--- src/rtl/cla_multiword_seq_pkg.sv ---
// Shared constants and state encoding for the nibble-serial carry-look-ahead adder.
// Optional subtract support is selected with the CLA_SEQ_SUB_EN macro.
package cla_seq_pkg;

  localparam int SLICE_W = 4;

  // 2'd3 is unused and decodes to IDLE behaviour in the top-level FSM.
  typedef enum logic [1:0] {
    IDLE = 2'd0,
    RUN  = 2'd1,
    DONE = 2'd2
  } state_t;

  function automatic int idx_width(input int nibbles);
    return (nibbles > 1) ? $clog2(nibbles) : 1;
  endfunction

endpackage

--- src/rtl/cla_multiword_seq_if.sv ---
// Operand/result handshake bundle for cla_multiword_seq.
// The in_sub member exists only when CLA_SEQ_SUB_EN is defined.
interface cla_multiword_seq_if #(
  parameter int NIBBLES = 4
);
  localparam int W = 4 * NIBBLES;

  logic         in_valid;
  logic         in_ready;
  logic [W-1:0] in_a;
  logic [W-1:0] in_b;
`ifdef CLA_SEQ_SUB_EN
  logic         in_sub;
`endif
  logic         out_valid;
  logic         out_ready;
  logic [W:0]   out_sum;
  logic         busy;

  modport master (
`ifdef CLA_SEQ_SUB_EN
    output in_sub,
`endif
    output in_valid, in_a, in_b, out_ready,
    input  in_ready, out_valid, out_sum, busy
  );

  modport slave (
`ifdef CLA_SEQ_SUB_EN
    input  in_sub,
`endif
    input  in_valid, in_a, in_b, out_ready,
    output in_ready, out_valid, out_sum, busy
  );

endinterface

--- src/rtl/cla_multiword_seq_cla4_slice.sv ---
// Combinational 4-bit carry-look-ahead slice: every carry is a flat function of
// generate/propagate terms and carry-in, with no internal ripple.
module cla4_slice (
  input  logic [3:0] a,
  input  logic [3:0] b,
  input  logic       cin,
  output logic [3:0] s,
  output logic       cout
);

  logic [3:0] p;
  logic [3:0] g;
  logic       c1, c2, c3;

  assign p = a ^ b;
  assign g = a & b;

  assign c1   = g[0] | (p[0] & cin);
  assign c2   = g[1] | (p[1] & g[0]) | (p[1] & p[0] & cin);
  assign c3   = g[2] | (p[2] & g[1]) | (p[2] & p[1] & g[0]) | (p[2] & p[1] & p[0] & cin);
  assign cout = g[3] | (p[3] & g[2]) | (p[3] & p[2] & g[1]) | (p[3] & p[2] & p[1] & g[0])
              | (p[3] & p[2] & p[1] & p[0] & cin);

  assign s = p ^ {c3, c2, c1, cin};

endmodule

--- src/rtl/cla_multiword_seq.sv ---
// Wide adder that walks one shared 4-bit CLA slice across the operands, LSB nibble first.
// Defining CLA_SEQ_SUB_EN adds the in_sub port for two's-complement A-B.
module cla_multiword_seq
  import cla_seq_pkg::*;
#(
  parameter int NIBBLES = 4
) (
  input logic                clock,
  input logic                reset,
  cla_multiword_seq_if.slave bus
);

  localparam int W     = SLICE_W * NIBBLES;
  localparam int IDX_W = idx_width(NIBBLES);

  state_t           state_q, state_d;
  logic [IDX_W-1:0] idx_q;
  logic             carry_q;
  logic [W-1:0]     a_p0, b_p0;
  logic [W:0]       sum_p0;
  logic             vld_p0;

  logic             accept, last, in_ready, busy, sub;
  logic [3:0]       slice_a, slice_b, slice_s;
  logic             slice_cout;

`ifdef CLA_SEQ_SUB_EN
  assign sub = bus.in_sub;
`else
  assign sub = 1'b0;
`endif

  assign last    = (idx_q == IDX_W'(NIBBLES - 1));
  assign slice_a = a_p0[SLICE_W*idx_q +: SLICE_W];
  assign slice_b = b_p0[SLICE_W*idx_q +: SLICE_W];

  cla4_slice u_slice (
    .a    (slice_a),
    .b    (slice_b),
    .cin  (carry_q),
    .s    (slice_s),
    .cout (slice_cout)
  );

  always_comb begin
    state_d  = state_q;
    in_ready = 1'b0;
    busy     = 1'b0;
    accept   = 1'b0;
    case (state_q)
      RUN: begin
        busy = 1'b1;
        if (last) state_d = DONE;
      end
      DONE: begin
        busy = 1'b1;
        if (bus.out_ready) state_d = IDLE;
      end
      default: begin
        in_ready = 1'b1;
        if (bus.in_valid) begin
          accept  = 1'b1;
          state_d = RUN;
        end
      end
    endcase
  end

  // Stage p0: operand capture; subtraction folds into inverted B plus carry-in of 1.
  always_ff @(posedge clock) begin
    if (accept) begin
      a_p0 <= bus.in_a;
      b_p0 <= sub ? ~bus.in_b : bus.in_b;
    end
  end

  always_ff @(posedge clock) begin
    if (reset) begin
      state_q <= IDLE;
      idx_q   <= '0;
      carry_q <= 1'b0;
      sum_p0  <= '0;
      vld_p0  <= 1'b0;
    end else begin
      state_q <= state_d;
      case (state_q)
        RUN: begin
          sum_p0[SLICE_W*idx_q +: SLICE_W] <= slice_s;
          carry_q <= slice_cout;
          if (last) begin
            sum_p0[W] <= slice_cout;
            vld_p0    <= 1'b1;
            idx_q     <= '0;
          end else begin
            idx_q <= idx_q + 1'b1;
          end
        end
        DONE: begin
          if (bus.out_ready) vld_p0 <= 1'b0;
        end
        default: begin
          if (accept) begin
            idx_q   <= '0;
            carry_q <= sub;
          end
        end
      endcase
    end
  end

  assign bus.in_ready  = in_ready;
  assign bus.busy      = busy;
  assign bus.out_valid = vld_p0;
  assign bus.out_sum   = sum_p0;

endmodule

--- src/flat_wrapper.sv ---
// flat-port wrapper written by rule: the top's interface ports become plain ports
module cla_multiword_seq_flat import cla_seq_pkg::*;
#(
  parameter int NIBBLES = 4
)
  (clock, reset, bus_in_valid, bus_in_a, bus_in_b, bus_out_ready, bus_in_ready, bus_out_valid, bus_out_sum, bus_busy);
  cla_multiword_seq_if #(.NIBBLES(NIBBLES)) bus_i ();
  input logic clock;
  input logic reset;
  input wire logic [$bits(bus_i.in_valid)-1:0] bus_in_valid;
  input wire logic [$bits(bus_i.in_a)-1:0] bus_in_a;
  input wire logic [$bits(bus_i.in_b)-1:0] bus_in_b;
  input wire logic [$bits(bus_i.out_ready)-1:0] bus_out_ready;
  output wire logic [$bits(bus_i.in_ready)-1:0] bus_in_ready;
  output wire logic [$bits(bus_i.out_valid)-1:0] bus_out_valid;
  output wire logic [$bits(bus_i.out_sum)-1:0] bus_out_sum;
  output wire logic [$bits(bus_i.busy)-1:0] bus_busy;
  assign bus_i.in_valid = bus_in_valid;
  assign bus_i.in_a = bus_in_a;
  assign bus_i.in_b = bus_in_b;
  assign bus_i.out_ready = bus_out_ready;
  assign bus_in_ready = bus_i.in_ready;
  assign bus_out_valid = bus_i.out_valid;
  assign bus_out_sum = bus_i.out_sum;
  assign bus_busy = bus_i.busy;
  cla_multiword_seq #(.NIBBLES(NIBBLES)) u_core (.clock(clock), .reset(reset), .bus(bus_i));
endmodule
--- config.mk ---
export PLATFORM = sky130hd
export DESIGN_NAME = cla_multiword_seq_flat
export DESIGN_NICKNAME = d
export VERILOG_FILES = /design/src/rtl/cla_multiword_seq_pkg.sv /design/src/rtl/cla_multiword_seq_if.sv /design/src/rtl/cla_multiword_seq_cla4_slice.sv /design/src/rtl/cla_multiword_seq.sv /design/src/flat_wrapper.sv
export SDC_FILE = /design/constraint.sdc
export NUM_CORES = 1
export LEC_CHECK = 0
export ABC_AREA = 1
export CAP_MARGIN = 30
export CORE_MARGIN = 2
export CORE_UTILIZATION = 40
export DETAILED_ROUTE_END_ITERATION = 16
export HOLD_SLACK_MARGIN = 0.08
export PLACE_DENSITY = 0.66
export RECOVER_POWER = 25
export SETUP_SLACK_MARGIN = 0.4
export SYNTH_ARGS = -nofsm -noshare
export SYNTH_HDL_FRONTEND = slang
export SYNTH_SLANG_ARGS = --single-unit
--- constraint.sdc ---
create_clock -name clock -period 3.7 [get_ports clock]
set_input_delay 0.74 -clock clock [delete_from_list [all_inputs] [get_ports clock]]
set_output_delay 0.74 -clock clock [all_outputs]
set_load 0.005 [all_outputs]
==> results.ini <==
[outcome]
status=completed

[worst_hold_path]
hold_path.startpoint=u_core.bus.out_sum[2]
holdPathEnd=u_core.bus.out_sum[2]
hold_path.class=flop to flop
worstHoldPathCells=2

[finish]
multi_input_area_um2=921
drive_above_1_share=0.0764
fill_cells=555
design_area_mm2=0.00316
post-route-util=0.534
instances_no_fill=376
area_growth_syn_to_layout_pct=28.8
fin_nets=351
n_antenna_cell=0
register_area_mm2=0.00142

[critical_path]
rrSetupSlack_ns=1.34
ff2ff_path_depth=9
required_ns=3.92
cp-end-kind=flop
startpoint_type=flop
r2r-start=u_core.idx_q[1]
r2r_end=u_core.bus.out_sum[5]
critical_path_class=flop to flop
worstPathMaxFanout=14
arrival_ns=2.59
startpoint=u_core.idx_q[1]

[place]
io_buffers=55
dpl_cell_area_mm2=0.00308
place_inst=368
hpwl_um=3390
gp_congestion=0.839

[synth]
synth_common_cells=nand2_1 (45), edfxtp_1 (32), nor2_1 (26), dfxtp_1 (23), a21oi_1 (21)
ys_top_cells_by_area=edfxtp_1 (39%), dfxtp_1 (19%), ha_1 (7.1%)
async_flop_share=0
ys.flop_type=edfxtp_1
synth.cell_area_mm2=0.00246
synth_edf_count=32
synth.top_cell.area_share=0.391
syn-num-nets=295
avgSynthCellArea_um2=10.1
ys_ff_latch=55
syn_inst=244
yosysSeqAreaShare=0.578
ys_warn_count=0
yosysTopAreaCell=edfxtp_1
yosysMostFrequentCell=nand2_1
yosysUniqueCellTypes=27

[timing]
setup_violations=0
fin_crit_sh=0.639
slew_viol_final=0
relSlewSlack=0.449
max_slew.worst_pin.slew_ns=0.825
fmax_ghz=0.423
finalHoldViolCount=0
layout_min_cycle_time_ns=2.36
skew_ns=0.00432
fin_tns_setup_ns=0
rsz0062_at_grt=false

[detailed_routing]
drtPass1Iterations=4
totalWireLength_um=4650
avgViaCountPerCell=4.90
avgRoutedWirePerCell_um=12.4
drt_iter0_markers=106
route.vias.total=1844
ant_nets=0
drc=0

[clock_network]
clock-root-buffer=clkbuf_8
cts-htree-levels=2
clk_pin_slew_ns=0.09
cts_resized=0
cts_hold_buffers=0
clk-insertion-delay-late_ns=0.31
clkSinkCount=55
post-cts-setup-buffer-count=0
cts_tree=yes
cts_inserted_buffers=5
clk_path_buf_depth=2

[job]
cap_violations=0

[floorplan]
core_mm2=0.00592
ios=56
die_area_mm2=0.00679
die_y_um=82.4
die_x_um=82.4
start_util=0.415
rows=28

[power_and_ir_drop]
p_per_area_mw_per_mm2=397
ir_worst_vdd_v=0.000222
power.total_uw=1260
p_leak_uw=0.00114

[global_route]
grt_max_degree=33
grt_pass1_vias=1764
grt_pass1_wl_um=7980
antenna_found_initial=0
grt_usage=0.153
grt.overflow.total=0

## routing by layer
layer	wire length (um)	share of wire	GRT usage	vias up
met2	2140	0.46	0.251	54
met5	0	0	0	-
li1	-	-	-	945
met4	42	0.0090	0.0350	0
met3	288	0.062	0.0467	5
met1	2180	0.47	0.197	840
## flip-flops by register name, indices dropped and copies added, names as in the netlist
register	cells
u_core.bus.out_sum	17
u_core.a_p0	16
u_core.b_p0	16
u_core.idx_q	2
u_core.carry_q	1
u_core.bus.out_valid	1
u_core.state_q	2
## through the flow
step / hold slack [ns] / setup slack [ns]
after floorplan: 0.455 / 1.57
after global placement: 0.452 / 1.39
after detailed placement: 0.456 / 1.33
after CTS: 0.470 / 1.30
after global routing: 0.480 / 0.990
final: 0.467 / 1.34
## placed cells by master (no fill, tap or decap), types with 2 or more instances in the layout
cell             Yosys  final
nand2_1             45     45
edfxtp_1            32     32
clkdlybuf4s50_1      0     29
nor2_1              26     26
dlygate4sd3_1        0     26
dfxtp_1             23     23
a21oi_1             21     21
o21ai_0             16     16
inv_1               16     16
ha_1                14     14
nand3_1              9      9
o22ai_1              8      8
nand4_1              5      5
clkbuf_8             0      5
inv_2                3      3
nand2_2              2      2
nor3_2               2      2
a31oi_1              2      2
a21oi_2              2      2
a22oi_1              2      2
buf_4                2      2
## cell type report
type,instances,area share
Clock inverter,2,0.00395
Tap cell,75,0.0297
Inverter,20,0.0245
Clock buffer,6,0.0229
Multi-Input combinational cell,161,0.291
Timing Repair Buffer,57,0.179
Sequential cell,55,0.449
## report_power, final
part / switching [uW] / total, uW / internal, uW
clock: 187 / 319 / 132
sequential: 13.1 / 699 / 685
combinational: 141 / 239 / 98.1
## worst max-delay path by stage
stage	endpoint	depth (start not counted)
3_3_place_gp	u_core.bus.out_sum[15]	13
3_5_place_dp	u_core.bus.out_sum[5]	9
5_1_grt	u_core.bus.out_sum[13]	9
4_1_cts	u_core.bus.out_sum[5]	9
6_report	u_core.bus.out_sum[5]	9
2_1_floorplan	u_core.bus.out_sum[15]	14
## worst max-delay path, stage by stage, from the launching register on
cell and delay [ns]:
dfxtp_1 0.59, inv_1 0.28, o21ai_0 0.14, o22ai_1 0.15, fa_1 0.42, xor2_1 0.29, nand2_1 0.08, nor2_1 0.13
nand2_1 0.06, a21oi_1 0.13
## logic make-up after synthesis
| group | synth area share |
|---|---|
| XOR/XNOR | 0.0102 |
| adder cells (fa/ha/maj) | 0.0794 |
| flip-flops | 0.578 |
| buffers and inverters | 0.0468 |
| AO/OA/AOI/OAI | 0.117 |
| AND/OR/NAND/NOR | 0.168 |
Power figures use the tool's default switching activity.
